$ cat src/rtl/sb_arb_pkg.sv
// Shared types and constants for the sideband transmit arbiter.
package sb_arb_pkg;

  typedef enum logic [1:0] {
    StIdle = 2'd0,
    StXfer = 2'd1,
    StGap  = 2'd2
  } sb_arb_state_e;

  localparam int unsigned SB_NUM_SRC = 3;
  localparam int unsigned SB_SRC_LT  = 0;
  localparam int unsigned SB_SRC_RSP = 1;
  localparam int unsigned SB_SRC_CMD = 2;

  function automatic logic [1:0] sb_onehot_to_idx(input logic [SB_NUM_SRC-1:0] oh);
    logic [1:0] idx;
    idx = '0;
    for (int unsigned i = 0; i < SB_NUM_SRC; i++) begin
      if (oh[i]) idx = 2'(i);
    end
    return idx;
  endfunction

endpackage

$ cat src/rtl/sb_arb_pick.sv
// Fixed-priority frame picker (LT > rsp > cmd) with an LT anti-starvation override.
module sb_arb_pick
  import sb_arb_pkg::*;
(
  input  logic [SB_NUM_SRC-1:0] req_valid_i,
  input  logic                  lt_sat_i,
  output logic [SB_NUM_SRC-1:0] win_o,
  output logic                  lt_pick_o
);

  always_comb begin
    win_o = '0;
    // Once LT has used up its run, any waiting non-LT source goes first.
    if (lt_sat_i && (req_valid_i[SB_SRC_RSP] || req_valid_i[SB_SRC_CMD])) begin
      if (req_valid_i[SB_SRC_RSP]) win_o[SB_SRC_RSP] = 1'b1;
      else                         win_o[SB_SRC_CMD] = 1'b1;
    end else if (req_valid_i[SB_SRC_LT]) begin
      win_o[SB_SRC_LT] = 1'b1;
    end else if (req_valid_i[SB_SRC_RSP]) begin
      win_o[SB_SRC_RSP] = 1'b1;
    end else if (req_valid_i[SB_SRC_CMD]) begin
      win_o[SB_SRC_CMD] = 1'b1;
    end
  end

  assign lt_pick_o = win_o[SB_SRC_LT];

endmodule

$ cat src/rtl/sb_tx_arbiter.sv
// Frame-granular arbiter sharing the sideband TX serializer between LT, AT rsp and AT cmd.
module sb_tx_arbiter
  import sb_arb_pkg::*;
#(
  parameter int unsigned GAP_CYCLES = 2,
  parameter int unsigned TIMEOUT    = 16,
  parameter int unsigned MAX_LT_RUN = 4
) (
  input  logic        sb_clk,
  input  logic        rst,
  input  logic        enable,
  input  logic [2:0]  req_valid,
  input  logic [23:0] req_data,
  input  logic [2:0]  req_last,
  output logic [2:0]  req_ready,
  output logic        ser_valid,
  output logic [7:0]  ser_data,
  output logic        ser_last,
  input  logic        ser_ready,
  output logic [2:0]  grant,
  output logic        busy,
  output logic        abort,
  output logic [1:0]  abort_id
);

  localparam int unsigned StallW = $clog2(TIMEOUT + 1);
  localparam int unsigned GapW   = (GAP_CYCLES > 1) ? $clog2(GAP_CYCLES) : 1;
  localparam int unsigned RunW   = (MAX_LT_RUN > 0) ? $clog2(MAX_LT_RUN + 1) : 1;

  sb_arb_state_e         state_q, state_d;
  logic [2:0]            grant_q, grant_d;
  logic [RunW-1:0]       lt_run_q, lt_run_d;
  logic [StallW-1:0]     stall_q, stall_d;
  logic [GapW-1:0]       gap_q, gap_d;
  logic [1:0]            abort_id_q, abort_id_d;

  logic [1:0] g_idx;
  logic       src_valid, src_last;
  logic [7:0] src_data;
  logic       timeout_hit, xfer_fire, frame_end, gap_last, can_pick, lt_sat;
  logic [2:0] win;
  logic       lt_pick;

  assign g_idx     = sb_onehot_to_idx(grant_q);
  assign src_valid = req_valid[g_idx];
  assign src_last  = req_last[g_idx];
  assign src_data  = req_data[{g_idx, 3'b000} +: 8];

  assign timeout_hit = (state_q == StXfer) && (stall_q == StallW'(TIMEOUT));
  assign xfer_fire   = (state_q == StXfer) && !timeout_hit && src_valid && ser_ready;
  assign frame_end   = xfer_fire && src_last;
  assign gap_last    = (state_q == StGap) && (gap_q == GapW'(GAP_CYCLES - 1));
  assign lt_sat      = (lt_run_q == RunW'(MAX_LT_RUN));

  // The final gap cycle arbitrates so the next grant lands right after the gap.
  assign can_pick = enable && (|req_valid) &&
                    ((state_q == StIdle) || gap_last || (frame_end && (GAP_CYCLES == 0)));

  sb_arb_pick u_pick (
    .req_valid_i (req_valid),
    .lt_sat_i    (lt_sat),
    .win_o       (win),
    .lt_pick_o   (lt_pick)
  );

  always_ff @(posedge sb_clk or negedge rst) begin
    if (!rst) begin
      state_q    <= StIdle;
      grant_q    <= '0;
      lt_run_q   <= '0;
      stall_q    <= '0;
      gap_q      <= '0;
      abort_id_q <= '0;
    end else begin
      state_q    <= state_d;
      grant_q    <= grant_d;
      lt_run_q   <= lt_run_d;
      stall_q    <= stall_d;
      gap_q      <= gap_d;
      abort_id_q <= abort_id_d;
    end
  end

  always_comb begin
    state_d    = state_q;
    grant_d    = grant_q;
    lt_run_d   = lt_run_q;
    stall_d    = stall_q;
    gap_d      = gap_q;
    abort_id_d = abort_id_q;
    case (state_q)
      StIdle: ;
      StXfer: begin
        if (timeout_hit || frame_end) begin
          if (timeout_hit) abort_id_d = g_idx;
          grant_d = '0;
          gap_d   = '0;
          state_d = (GAP_CYCLES == 0) ? StIdle : StGap;
        end else if (xfer_fire) begin
          stall_d = '0;
        end else if (!src_valid) begin
          stall_d = stall_q + 1'b1;
        end
      end
      StGap: begin
        gap_d = gap_q + 1'b1;
        if (gap_last) state_d = StIdle;
      end
      default: state_d = StIdle;
    endcase
    if (can_pick) begin
      state_d = StXfer;
      grant_d = win;
      stall_d = '0;
      if (lt_pick && (req_valid[SB_SRC_RSP] || req_valid[SB_SRC_CMD])) begin
        lt_run_d = lt_sat ? lt_run_q : lt_run_q + 1'b1;
      end else begin
        lt_run_d = '0;
      end
    end
  end

  always_comb begin
    ser_valid = 1'b0;
    ser_data  = '0;
    ser_last  = 1'b0;
    req_ready = '0;
    if ((state_q == StXfer) && !timeout_hit) begin
      ser_valid        = src_valid;
      ser_data         = src_data;
      ser_last         = src_last;
      req_ready[g_idx] = ser_ready;
    end
    grant    = grant_q;
    busy     = (state_q != StIdle);
    abort    = timeout_hit;
    abort_id = timeout_hit ? g_idx : abort_id_q;
  end

endmodule

$ cat config.mk
export PLATFORM = sky130hd
export DESIGN_NAME = sb_tx_arbiter
export DESIGN_NICKNAME = d
export VERILOG_FILES = /design/src/rtl/sb_arb_pkg.sv /design/src/rtl/sb_arb_pick.sv /design/src/rtl/sb_tx_arbiter.sv
export SDC_FILE = /design/constraint.sdc
export NUM_CORES = 1
export LEC_CHECK = 0
export ABC_AREA = 1
export CORE_ASPECT_RATIO = 1.1
export CORE_MARGIN = 3
export CORE_UTILIZATION = 45
export DETAILED_ROUTE_END_ITERATION = 16
export GPL_TIMING_DRIVEN = 0
export PLACE_DENSITY = 0.88
export SLEW_MARGIN = 0
export SYNTH_ARGS = -nofsm -noshare
export SYNTH_HDL_FRONTEND = slang
export SYNTH_SLANG_ARGS = --single-unit
$ cat constraint.sdc
create_clock -name sb_clk -period 3.27 [get_ports sb_clk]
set_input_delay 0.327 -clock sb_clk [delete_from_list [all_inputs] [get_ports sb_clk]]
set_output_delay 0.327 -clock sb_clk [all_outputs]
set_load 0.01 [all_outputs]
-- Word-level counts from Yosys, hierarchy flattened
Index checks and enable logic that the tools add are counted.
- register bits: 16
- logic and storage cells: 88
- memory bits (writable): 0
- ROM bits: 0
- memories: 0
- bits in latches: 0
- shift operators: 1
- order comparisons: 2
- muxes and demuxes: 37
- $mul: 0
- reduce and logical (&&, ||, !) cells: 27
- bitwise gates (word level): 1
- equal/unequal tests: 11
- add/sub/neg operators: 3
- div/mod/pow operators: 0
- operators with widths (operator ; number):
    2-to-1 mux 5 bit ; 5
    indexed part select 24 x 6 -> 8 bit ; 1
    2-to-1 mux 3 bit ; 6
    2-to-1 mux 2 bit ; 7
    2-to-1 mux 1 bit ; 13
    logical AND 1 bit ; 11
    2-to-1 mux 8 bit ; 1
    AND reduction 2 bit ; 4
    nonzero test 2 bit ; 4
    != test 2 bit (second input constant) ; 3
    one-hot mux 2 bit (3 select lines) ; 1
    AND reduction 3 bit ; 2
    adder 5 x 1 -> 5 bit (second input constant) ; 1
    equality test 5 bit (second input constant) ; 1
    binary-select mux 1 bit (select 2 bit) ; 2
    adder 3 x 1 -> 3 bit (second input constant) ; 1
    AND 3 bit ; 1
    equality test 3 bit (second input constant) ; 1
    logical OR 1 bit ; 3
    < comparator 2 x 3 -> 1 bit (second input constant) ; 1
    != test 3 x 1 -> 1 bit (second input constant) ; 1
    != test 3 x 2 -> 1 bit (second input constant) ; 1
    != test 3 bit (second input constant) ; 1
    OR reduction 3 bit ; 1
    other kinds (9) ; 9

-- Logic depth before layout (Yosys ltp)
- word-level depth: 11
- depth in mapped cells: 12

-- Cells and area by module
Synthesis repeated with hierarchy kept, for this count alone.
- cell total of the unflattened synthesis: 191
- area, all modules: 1271.2 um^2
- modules (own cells, without submodules) (module ; cells each ; area each (um^2) ; instances):
    sb_tx_arbiter ; 179 ; 1219.9 ; 1
    sb_arb_pick ; 12 ; 51.3 ; 1

-- Worst setup path after synthesis
OpenSTA, ideal clock, no wires.
- kind: register -> output
- start point: reg stall_q[0]
- end point: out abort_id[0]
- arrival time: 1.436 ns
- path buffers: 0
- slack: 1.507 ns
- stages on the path, launching flop included: 9
- required time: 2.943 ns
- cells stage by stage: dfrtp_1 inv_1 ha_1 nand2_1 inv_1 nand2_1 nor2_1 inv_1 o21ai_0
- cells in the longest elaborated chain, start to end: 3
- RTL lines (what ; line ; source):
    from (decl) ; sb_tx_arbiter.sv:33 ; logic [StallW-1:0] stall_q, stall_d;
    from (signal assigned) ; sb_tx_arbiter.sv:78 ; stall_q <= stall_d;
    equality test 5 bit ; sb_tx_arbiter.sv:49 ; assign timeout_hit = (state_q == StXfer) && (stall_q == StallW'(TIMEOUT));
    logical AND 1 bit ; sb_tx_arbiter.sv:49 ;
    via abort ; sb_tx_arbiter.sv:22 ; output logic abort,
    2-to-1 mux 2 bit ; -- ;
    to (decl) ; sb_tx_arbiter.sv:23 ; output logic [1:0] abort_id
The timed path passes the listed nets, and every way through them passes these cells.

-- Worst setup path in the final report
- start point: reg stall_q[0]
- end point: out ser_data[3]
- cells in the longest elaborated chain, start to end: 5
- RTL lines (what ; line ; source):
    equality test 5 bit ; sb_tx_arbiter.sv:49 ;
    logical AND 1 bit ; sb_tx_arbiter.sv:49 ;
    logical NOT 1 bit ; sb_tx_arbiter.sv:128 ; if ((state_q == StXfer) && !timeout_hit) begin
    logical AND 1 bit ; sb_tx_arbiter.sv:128 ;
    2-to-1 mux 8 bit ; sb_tx_arbiter.sv:128 ;
    to (decl) ; sb_tx_arbiter.sv:17 ; output logic [7:0] ser_data,
No other way between the ends.

==> impl_metrics.csv <==
group,metric,value,unit
global_route,grt_pass1_wl,4995,um
clocking,cts_tree,"built",
synth,synth_edf_count,0,
synth,synth_seq_cells,16,
synth,postSynthCellCount,180,
run_status,status,"finished clean",
flow_run,drv_cap,0,
clocking,post_cts_resized,0,
clocking,clockBufferDepth,2,
final_layout,fin_util,0.7190,
clocking,clk_pin_slew_worst_paths,0.10,ns
timing,drv_slew,0,
final_layout,syn_to_final_growth,50.21,%
timing,finalHoldViolations,0,
power,ir_worst_vdd,0.0005869,V
floorplan,die_h,60.30,um
worst_setup_path,slowest_delay,0.54,ns
detailed_routing,first_pass_iters,4,
worst_setup_path,reg2reg_from,"stall_q[0]$_DFFE_PN0P_",
floorplan,dieWidth,55.36,um
worst_setup_path,r2r-end,"stall_q[3]$_DFFE_PN0P_",
final_layout,drive_gt1_frac,0.08861,
worst_setup_path,crit_required,2.94,ns
final_layout,layout.nets,276,
global_route,antenna_found_initial,0,
detailed_routing,num_vias,1331,
clocking,root_buffer,"clkbuf_4",
hold_path,min_path_type,"input port to asynchronous set/reset pin",
floorplan,io_pins,54,
clocking,clk_latency,0.29,ns
floorplan,die_area,3338,um2
global_route,grt_pass1_vias,1134,
timing,fmax,368.9,MHz
worst_setup_path,crit_type,"flip-flop to output pin",
clocking,post-cts-setup-buffer-count,0,
detailed_routing,routed_wl,3208,um
clocking,numCtsBuffers,3,
floorplan,num_rows,19,
clocking,cts.sinks,16,
synth,yosysWarnings,0,
final_layout,fill_cells,215,
final_layout,multi_input_area,680.7,um2
power,power_density,744.4,nW/um2
detailed_routing,viasPerCell,4.966,
global_route,track_usage,0.1861,
clocking,ctsHtreeMaxLevel,1,
clocking,cts_hold_buffers,0,
global_route,grt_max_degree,17,
synth,synthArstFlopShare,1.000,
power,total_power,1.349,mW
worst_setup_path,slowest_stage,"clkdlybuf4s50_1",
worst_setup_path,cp.arrival,2.38,ns
worst_setup_path,worst-r2r-cell-count,10,
synth,syn-num-nets,218,
global_route,grt-ovfl-total,0,
timing,slew-limit-headroom,0.5100,
worst_setup_path,worstPathMaxFanout,10,
floorplan,initial_core_util,0.4786,
timing,final.setup.tns,0,ns
worst_setup_path,r2r_slack,1.56,ns
synth,ys.flop_type,"dfrtp_1",
synth,yosysSeqAreaShare,0.3320,
timing,grt_setup_unrepaired,"false",
synth,netlist_area,1206,um2
place,hpwl,2478,um
worst_setup_path,cp-end-kind,"output pin",
detailed_routing,avgRoutedWirePerCell,11.97,um
final_layout,regArea,400.4,um2
timing,skew,0.001511,ns
place,io_buffers,53,
final_layout,antenna_cells,0,
place,gp_congestion,0.8440,
synth,synth_cell_types,23,
floorplan,core_area,2520,um2
timing,setup_viol,0,
power,p_leak,0.9137,nW
worst_setup_path,start_kind,"flip-flop",
timing,worstMarginPinSlew,0.7327,ns
detailed_routing,drc,0,
timing,period_minus_slack,2.711,ns
worst_setup_path,worstPathCellList,"inv_1 > ha_1 > nand2_1 > inv_1 > nand2_1 > nand2_1 > inv_1 > buf_2 > nand2_1 > inv_1 > clkdlybuf4s50_1",
timing,post-route-period-util,0.8290,
detailed_routing,first_iter_violations,48,
detailed_routing,drtAntennaViolNets,0,
synth,synth_area_per_cell,6.701,um2
-- synth_stat cells, types with 4 or more instances --
cell type	instances	share of area
nand2_1	51	0.16
inv_1	27	0.084
nor2_1	19	0.059
dfrtp_1	16	0.33
nand3_1	14	0.058
o21ai_0	12	0.050
a22oi_1	5	0.031
nand4_1	5	0.026
ha_1	4	0.041
nand2_2	4	0.021
-- cell families (layout without fill, tap and decap cells) --
logic type / Yosys count / after routing / synth area share
buffers and inverters: 32 / 89 / 0.1037
and+or+nand+nor: 102 / 102 / 0.3921
xor gates and xnor gates: 3 / 3 / 0.02179
DFF: 16 / 16 / 0.3319
adders and majority gates: 4 / 4 / 0.04150
AOI/OAI and AO/OA: 23 / 23 / 0.1089
-- power breakdown --
part | switching [mW] | internal, mW
Clock | 0.0667 | 0.0678
Combinational | 0.495 | 0.402
Sequential | 0.0578 | 0.259
-- per-layer routing --
layer	wire [um]	global-route usage
met4	18	0.04514
met3	148	0.04104
met1	1404	0.2335
met2	1636	0.3294
met5	0	0
-- placed cells by master, fill, tap and decap left out --
cell type        Yosys  layout
a21oi_1              3       3
a22oi_1              5       5
a31oi_1              3       3
buf_2                1       1
buf_4                1       1
clkbuf_4             0       3
clkbuf_8             0       1
clkdlybuf4s50_1      0      53
dfrtp_1             16      16
ha_1                 4       4
inv_1               27      27
inv_2                3       3
nand2_1             51      51
nand2_2              4       4
nand2_4              1       1
nand3_1             14      14
nand3_2              2       2
nand3_4              1       1
nand4_1              5       5
nor2_1              19      19
nor2_2               3       3
nor2_4               1       1
nor3_1               1       1
o21ai_0             12      12
xnor2_1              1       1
xor2_1               2       2
-- flip-flops by register name, indices dropped and copies added (netlist names) --
signal / count
stall_q: 5
abort_id_q: 2
grant: 3
lt_run_q: 3
state_q: 2
gap_q: 1
-- final cells by class --
type	count	share of cell area
clock buffer	4	0.02003
timing repair buffer	53	0.2928
sequential	16	0.2210
multi-input combinational	132	0.3757
inverter	30	0.06215
tap	31	0.02141
buffer	2	0.006906
-- metrics by stage --
| step | area [um2] | hold WS (ns) | cells | setup slack (ns) |
|---|---|---|---|---|
| after floorplan | 1206 | 0.03141 | 180 | 1.507 |
| after global placement | 1775 | 0.4581 | 264 | 0.9135 |
| after detailed placement | 1775 | 0.4662 | 264 | 0.8758 |
| after CTS | 1812 | 0.4918 | 268 | 0.5606 |
| after global routing | 1812 | 0.5148 | 268 | 0.4111 |
| final | 1812 | 0.4637 | 268 | 0.5593 |
-- critical path, delay by kind of cell, from the launching register on --
family	cells	cell delay, ns
flip-flops	1	0.43
adder cells (fa/ha/maj)	1	0.19
AND/OR/NAND/NOR	4	0.44
buffers and inverters	6	1.03
-- worst max path at each step --
stage	start	endpoint	slack [ns]	cells after the start
2_1_floorplan	stall_q[0]$_DFFE_PN0P_	abort_id[0]	1.51	8
3_3_place_gp	stall_q[0]$_DFFE_PN0P_	ser_data[3]	0.91	11
3_5_place_dp	stall_q[0]$_DFFE_PN0P_	ser_data[3]	0.88	11
4_1_cts	stall_q[0]$_DFFE_PN0P_	ser_data[3]	0.56	11
5_1_grt	stall_q[0]$_DFFE_PN0P_	ser_data[3]	0.41	11
6_report	stall_q[0]$_DFFE_PN0P_	ser_data[3]	0.56	11
Note: power is estimated with default switching activity, not from simulation.
